## config.mk

```make
export PLATFORM = sky130hd
export DESIGN_NAME = flash_scan_ctrl
export DESIGN_NICKNAME = d
export VERILOG_FILES = /design/src/rtl/flash_pkg.sv /design/src/rtl/flash_timer.sv /design/src/rtl/flash_scan_ctrl.sv
export SDC_FILE = /design/constraint.sdc
export NUM_CORES = 1
export LEC_CHECK = 0
export BUFFER_PORTS_ARGS = -buffer_cell sky130_fd_sc_hd__buf_2
export CELL_PAD_IN_SITES_DETAIL_PLACEMENT = 1
export CELL_PAD_IN_SITES_GLOBAL_PLACEMENT = 2
export CORE_MARGIN = 2
export CORE_UTILIZATION = 29
export DETAILED_ROUTE_END_ITERATION = 12
export GPL_ROUTABILITY_DRIVEN = 0
export MAX_ROUTING_LAYER = met4
export PLACE_DENSITY_LB_ADDON = 0.1
export SYNTH_ARGS = -nofsm -noshare
export SYNTH_HDL_FRONTEND = slang
export SYNTH_SLANG_ARGS = --single-unit
```

## constraint.sdc

```tcl
create_clock -name clk -period 2.11 [get_ports clk]
set_input_delay 0.1055 -clock clk [delete_from_list [all_inputs] [get_ports clk]]
set_output_delay 0.1055 -clock clk [all_outputs]
set_load 0.01 [all_outputs]
```

## src/rtl/flash_pkg.sv

```systemverilog
// Shared definitions for the flash scan sequencer: widths, FSM encoding and
// the helper that turns a cycle budget into a down-counter preload.
package flash_pkg;

    localparam int unsigned FLASH_ADDR_W = 24;
    localparam int unsigned FLASH_DATA_W = 32;
    localparam int unsigned HOLD_CNT_W   = 32;
    localparam int unsigned TMO_CNT_W    = 16;

    typedef enum logic [2:0] {
        IDLE,
        ISSUE,
        WAIT_ACK,
        WAIT_DONE,
        HOLD,
        NEXT
    } flash_state_t;

    // A timer loaded with N-1 reaches zero on its Nth enabled cycle.
    function automatic logic [31:0] cycles_to_load(input int unsigned cycles);
        if (cycles == 0) begin
            return '0;
        end
        return 32'(cycles - 1);
    endfunction

endpackage

```

## src/rtl/flash_timer.sv

```systemverilog
// Loadable down-counter; done is high while the count sits at zero.
module flash_timer #(
    parameter int unsigned W = 16
) (
    input  logic         clk,
    input  logic         reset,
    input  logic         load,
    input  logic [W-1:0] load_val,
    input  logic         en,
    output logic         done
);

    logic [W-1:0] count;

    always_ff @(posedge clk) begin
        if (reset) begin
            count <= '0;
        end else if (load) begin
            count <= load_val;
        end else if (en && (count != '0)) begin
            count <= count - 1'b1;
        end
    end

    assign done = (count == '0);

endmodule

```

## src/rtl/flash_scan_ctrl.sv

```systemverilog
// Request sequencer: walks flash addresses, issues one read per address,
// holds each returned word for display and flags stalled transactions.
module flash_scan_ctrl
    import flash_pkg::*;
#(
    parameter int unsigned       ADDR_W         = FLASH_ADDR_W,
    parameter logic [ADDR_W-1:0] START_ADDR     = '0,
    parameter logic [ADDR_W-1:0] END_ADDR       = ADDR_W'(32'h0000_00FC),
    parameter int unsigned       STEP           = 4,
    parameter int unsigned       HOLD_CYCLES    = 25000000,
    parameter int unsigned       TIMEOUT_CYCLES = 65535
) (
    input  logic                    clk,
    input  logic                    reset,
    input  logic                    run,
    input  logic                    flash_busy,
    input  logic [FLASH_DATA_W-1:0] flash_rdata,
    output logic                    flash_en,
    output logic                    flash_write,
    output logic [ADDR_W-1:0]       flash_addr,
    output logic [FLASH_DATA_W-1:0] display_data,
    output logic                    data_valid,
    output logic                    timeout_err,
    output logic                    wrap_pulse
);

    localparam logic [HOLD_CNT_W-1:0] HOLD_LOAD = HOLD_CNT_W'(cycles_to_load(HOLD_CYCLES));
    localparam logic [TMO_CNT_W-1:0]  TMO_LOAD  = TMO_CNT_W'(cycles_to_load(TIMEOUT_CYCLES));
    localparam logic [ADDR_W-1:0]     ADDR_STEP = ADDR_W'(STEP);

    flash_state_t state;

    logic hold_load;
    logic hold_en;
    logic hold_done;
    logic tmo_load;
    logic tmo_en;
    logic tmo_done;

    // The timeout budget is shared by WAIT_ACK and WAIT_DONE together.
    assign tmo_load  = (state == ISSUE);
    assign tmo_en    = (state == WAIT_ACK) || (state == WAIT_DONE);
    assign hold_load = (state == WAIT_DONE) && !flash_busy;
    assign hold_en   = (state == HOLD);

    flash_timer #(
        .W (HOLD_CNT_W)
    ) u_hold_timer (
        .clk      (clk),
        .reset    (reset),
        .load     (hold_load),
        .load_val (HOLD_LOAD),
        .en       (hold_en),
        .done     (hold_done)
    );

    flash_timer #(
        .W (TMO_CNT_W)
    ) u_tmo_timer (
        .clk      (clk),
        .reset    (reset),
        .load     (tmo_load),
        .load_val (TMO_LOAD),
        .en       (tmo_en),
        .done     (tmo_done)
    );

    assign flash_write = 1'b0;

    always_ff @(posedge clk) begin
        if (reset) begin
            state        <= IDLE;
            flash_en     <= 1'b0;
            flash_addr   <= START_ADDR;
            display_data <= '0;
            data_valid   <= 1'b0;
            timeout_err  <= 1'b0;
            wrap_pulse   <= 1'b0;
        end else begin
            data_valid <= 1'b0;
            wrap_pulse <= 1'b0;
            case (state)
                IDLE: begin
                    if (run && !flash_busy) begin
                        flash_en <= 1'b1;
                        state    <= ISSUE;
                    end
                end
                ISSUE: begin
                    state <= WAIT_ACK;
                end
                WAIT_ACK: begin
                    if (flash_busy) begin
                        flash_en <= 1'b0;
                        state    <= WAIT_DONE;
                    end else if (tmo_done) begin
                        flash_en    <= 1'b0;
                        timeout_err <= 1'b1;
                        state       <= NEXT;
                    end
                end
                WAIT_DONE: begin
                    if (!flash_busy) begin
                        display_data <= flash_rdata;
                        data_valid   <= 1'b1;
                        state        <= HOLD;
                    end else if (tmo_done) begin
                        timeout_err <= 1'b1;
                        state       <= NEXT;
                    end
                end
                HOLD: begin
                    if (hold_done) begin
                        state <= NEXT;
                    end
                end
                NEXT: begin
                    if (flash_addr == END_ADDR) begin
                        flash_addr <= START_ADDR;
                        wrap_pulse <= 1'b1;
                    end else begin
                        flash_addr <= flash_addr + ADDR_STEP;
                    end
                    state <= IDLE;
                end
                default: begin
                    flash_en <= 1'b0;
                    state    <= IDLE;
                end
            endcase
        end
    end

endmodule

```

==> run metrics, run 1 <==
ANT cells=0; clock latency on the worst-skew pair=350 ps; Synth Register Bits=109; Layout Utilization=40.5%; fill count=1959; Worst setup EP type=flop; Net Sw Power=1.08 mW; Die ar.=0.0177 mm²; maxcap violations=0; cell type with the highest aggregate area in the netlist=dfxtp_1; clock root buffer master=clkbuf_16; CTS sink count=109; Final period util=108%; post-route setup slack=-165 ps; Final Setup Violations=18; IO Pins=97; initial core utilization=29.4%; Syn. warnings=0; Worst path slowest cell=or4_4; Post-synth EDFFs=0; final wirelength=14.6 mm; type of the most critical hold path=in -> reg; synth unique cells=50; RSZ-0062 raised after global routing=yes; Power Density=677 mW/mm²; hold path cells=2; sequential cell area fraction in the yosys report=45.1%; Static Leak=2.71 nW; worst vdd ir=0.000432 V; Worst Reg2Reg Path Length in Cells=5; Reg clk slew, reported paths=70 ps; most frequent CP cell=or4_4; Detail Placement HPWL=10.1 mm; Vias/cell=4.94; Final Skew=7.25 ps; minimum clock period=2270 ps; switching share of power=23.9%; final hold vios=0; largest net degree at the start of global routing=43; Mapped Cells=578; layout cell share with drive strength beyond 1=27.6%; fmax=440 MHz; Port-buffer cells=93; H-tree levels=3; CP arrival=2560 ps; fin cells=962; Post-Syn Area per Cell=8.37 µm²; TritonCTS clock tree=yes; CP Class=reg -> reg; Tot Pwr=4.52 mW; DR iter-0 viols=193; most frequent cell after synthesis=dfxtp_1; Synth Cell Area=0.00484 mm²; Synth top area share=45.1%; register area=0.00219 mm²; drt pass-1 iters=4; nets=777; final instance area=0.00667 mm²; status=finished, violations left; Comb power frac=10.6%; largest stage delay on the critical path=530 ps; Final Max Tran Viols=0; pre-CTS WS=-231 ps; Pint=3.44 mW; FFs w/ async S/R, synth=0%; clock power share=41.9%; number of global-route vias before repair=5001; Post-DP Area=0.00592 mm²; Cell Rows=47; failing checks=negative setup slack; Area Overhead vs Synth=37.8%; Vias=4749; initial antenna violation count=0; CP required=2400 ps; Die Wd=133 µm; crit-path cells=or4_4, or4_4, or3_4, or3_1, a21oi_1; top cells by area, synth=dfxtp_1, xor2_1, a21oi_1; Worst Setup Start Kind=flop; DRT antenna net count=0; Num CTS Buffers=9; clk buf depth=2; core area=0.0165 mm²; global-route wire length before repair=24.4 mm; Die Height=133 µm; worst-path fanout max=3; routed len/inst=15.2 µm; placed cells=909; Post-synth top cells=dfxtp_1, nand2_1, a21oi_1, nor2_1, xor2_1; total track usage=17.5%; Multi-input gate area=0.00253 mm²; most used flip-flop cell after synthesis=dfxtp_1; total congestion overflow=0; register share of total power=47.5%; drt drc=0
metal layers:
metal	routed length [µm]	vias to the layer above	GRT usage, %
li1	-	2348	-
met1	6450	2315	19.5
met2	7450	72	31.3
met3	470	14	3.69
met4	233	0	5.38
met5	0	-	-
final cells by class:
| type | instances | area share (%) |
|---|---|---|
| multi-input combinational | 418 | 37.9 |
| sequential | 109 | 32.8 |
| timing repair buffer | 191 | 19.8 |
| tap | 220 | 4.13 |
| clock buffer | 12 | 3.84 |
| clock inverter | 4 | 1.05 |
| inverter | 8 | 0.450 |
worst paths after layout:
check	from	slack, ps	endpoint
max	u_hold_timer.count[0]	-160	u_hold_timer.count[15]
min reg2reg	display_data[9]	450	display_data[9]
min	reset	80	flash_addr[6]
max reg2reg	u_hold_timer.count[0]	-160	u_hold_timer.count[15]
through the flow:
step	TNS (ps)	hold WS, ps
after detailed placement	-2550	354
final	-1460	77.1
after CTS	-1780	65.1
after global placement	-1410	346
after global routing	-3340	77.3
after floorplan	-975	241
layout by cell type, fill, tap and decap left out, types with 3 or more instances in the layout:
master and instances:
inv_1 6, buf_2 93, nor3_1 16, or4_1 8
or4_4 8, nor2_1 48, ha_1 4, nor2b_1 3
nand2b_1 3, a211oi_1 3, clkbuf_16 9, conb_1 3
or3_1 12, o31ai_1 4, and3_1 4, dfxtp_1 104
nand2_1 75, a31oi_1 9, xor2_1 37, nand4b_1 3
nor3b_1 3, xnor2_1 14, o21ai_0 7, nor4_1 15
buf_6 4, dfxtp_2 5, nand4_1 22, nor4b_1 3
dlygate4sd3_1 32, o211ai_1 5, nand3_1 13, a21oi_1 60
and4_1 6, buf_4 60
power by group through the flow:
| stage | sequential (mW) | clock (mW) | combinational [mW] |
|---|---|---|---|
| floorplan | 2.19 | 0 | 0.261 |
| global placement | 2.19 | 0 | 0.415 |
| CTS | 2.15 | 1.96 | 0.477 |
| global route | 2.15 | 2.04 | 0.534 |
| finish | 2.15 | 1.89 | 0.478 |
| detailed placement | 2.19 | 0 | 0.424 |
repair_timing:
action / in CTS / in global routing
endpoints found under the setup margin: 30 / 34
setup buffers: 4 / 1
hold buffers: 32 / 0
gates resized for setup: 12 / 8
endpoints found under the hold margin: 32 / 0
pin swaps: 16 / 8
sequential cells by signal (all words and copies together), names as in the netlist, 3 cells and up:
name / flops
display_data: 32
u_hold_timer.count: 32
flash_addr: 22
u_tmo_timer.count: 16
state: 3
critical path: cells and delay by family, from the launching register on:
family | cells | cell delay (ps)
and+or+nand+nor | 4 | 1740
AOI/OAI and AO/OA | 1 | 120
DFF | 1 | 340
cell families after synthesis:
| group | count (synthesis) | share of synthesized area [%] |
|---|---|---|
| multiplexers | 2 | 0.414 |
| flip-flops | 109 | 45.1 |
| buffers and inverters | 53 | 4.45 |
| AO/OA/AOI/OAI | 99 | 11.7 |
| other | 1 | 0.0775 |
| adder cells (fa/ha/maj) | 4 | 1.03 |
| AND/OR/NAND/NOR | 259 | 28.0 |
| XOR/XNOR | 51 | 9.23 |
Power figures use the tool's default switching activity.
==> inputs of run 2 (changes only) <==
BUFFER_PORTS_ARGS = default   (was -buffer_cell sky130_fd_sc_hd__buf_2)
CORE_UTILIZATION = 33   (was 29)
DONT_BUFFER_PORTS = 1   (was default)
==> run metrics, run 2 (same netlist as run 1, synthesis figures left out) <==
Die ar.=0.0157 mm²; Static Leak=2.24 nW; commonest non-fill, non-tap cell in the layout=dfxtp_1; final hold vios=69; met2 Track Usage GR=29.2%; Top delay family on crit path=simple AND/OR/NAND/NOR gates; RSZ-0062 raised after global routing=yes; Num CTS Buffers=9; Cell Rows=44; failing checks=negative hold slack, negative setup slack; Vias/cell=5.39; TritonCTS clock tree=yes; switching share of power=25.1%; Worst Setup Start Kind=flop; IO Pins=97; status=finished, violations left; Vias=4388; final wirelength=13.7 mm; initial antenna violation count=0; CP bufs+invs=2; largest registers=display_data (32), u_hold_timer.count (32), flash_addr (22); hold path cells=1; Reg clk slew, reported paths=70 ps; maxcap violations=0; worst slew pin tran=498 ps; Tot Pwr=4.29 mW; post-route setup slack=-169 ps; clk buf depth=2; Power Density=699 mW/mm²; DRT antenna net count=0; routed len/inst=16.8 µm; pre-CTS WS=-233 ps; layout cell share with drive strength beyond 1=22.1%; crit-path cells=inv_2, ha_4, or4b_4, or4_4, buf_6, o211ai_1, xor2_1, a21oi_1; hold_ws=-148 ps; Worst path slowest cell=or4_4; hold_buf cts=6; nets=665; type of the most critical hold path=in -> reg; CP Class=reg -> reg; Port-buffer cells=0; met1 Usage GRT=20.6%; met3 usage=5.22%; Worst setup EP type=flop; Die Height=125 µm; Final Setup Violations=30; initial core utilization=33.6%; Pint=3.22 mW; clock latency on the worst-skew pair=350 ps; Detail Placement HPWL=8.96 mm; Area Overhead vs Synth=27.0%; Worst Reg2Reg Path Length in Cells=8; CP required=2350 ps; ANT cells=0; minimum clock period=2280 ps; DR iter-0 viols=166; commonest non-fill, non-tap cells in the layout=dfxtp_1, nand2_1, a21oi_1; register share of total power=50.1%; core area=0.0144 mm²; Comb power frac=8.9%; fin cells=814; global-route wire length before repair=22.1 mm; total congestion overflow=0; CTS sink count=109; Layout Utilization=42.6%; GRT busiest layer=met2; relative slew slack=66.5%; fmax=439 MHz; total track usage=17.4%; Final Skew=5.33 ps; largest stage delay on the critical path=550 ps; clock root buffer master=clkbuf_16; placed cells=779; worst vdd ir=0.000401 V; clock power share=41.0%; H-tree levels=3; CP arrival=2520 ps; Post-DP Area=0.00543 mm²; Final period util=108%; largest net degree at the start of global routing=77; worst-path fanout max=5; Die Wd=125 µm; Final Max Tran Viols=0; final instance area=0.00615 mm²; drt pass-1 iters=4; drt drc=0; Net Sw Power=1.08 mW; WP depth=8; number of global-route vias before repair=4410
-- run 2: routing by layer --
layer	wire length, µm	vias to the layer above	part of all wire, %
met3	611	11	4.5
li1	-	2129	-
met2	6930	76	51
met5	0	-	0
met1	6000	2172	44
met4	152	0	1.1
-- run 2: final timing paths --
| path | start | endpoint | slack (ps) |
|---|---|---|---|
| min | reset | timeout_err | -150 |
| max reg2reg | u_hold_timer.count[0] | u_hold_timer.count[18] | -170 |
| max | u_hold_timer.count[0] | u_hold_timer.count[18] | -170 |
| min reg2reg | u_tmo_timer.count[14] | u_tmo_timer.count[14] | 500 |
-- run 2: final cells by class --
cell class	count	area (µm²)
clock inverters	7	82.6
clock buffers	9	225
inverters	8	30.0
repair buffers	79	748
fillers	1707	8280
well taps	184	230
flip-flops and latches	109	2190
multi-input cells	418	2640
-- run 2: per-stage QoR --
step           hold WS [ps]  setup TNS (ps)
2_1_floorplan           241            -975
3_3_place_gp            184           -1070
5_1_grt                -184           -4580
4_1_cts                -196           -1710
6_report               -148           -1870
3_5_place_dp            190           -2240
-- run 2: power groups by stage --
stage / combinational [mW] / sequential, mW / clock (mW)
finish: 0.383 / 2.15 / 1.76
global route: 0.430 / 2.16 / 1.91
CTS: 0.364 / 2.15 / 1.84
detailed placement: 0.352 / 2.20 / 0
global placement: 0.344 / 2.19 / 0
floorplan: 0.261 / 2.19 / 0
-- run 2: timing repair --
action,in CTS,in global routing
endpoints found under the hold margin,75,68
endpoints found under the setup margin,30,36
pin swaps,13,27
buffers inserted,0,12
resized for setup,12,39
gates cloned,0,2
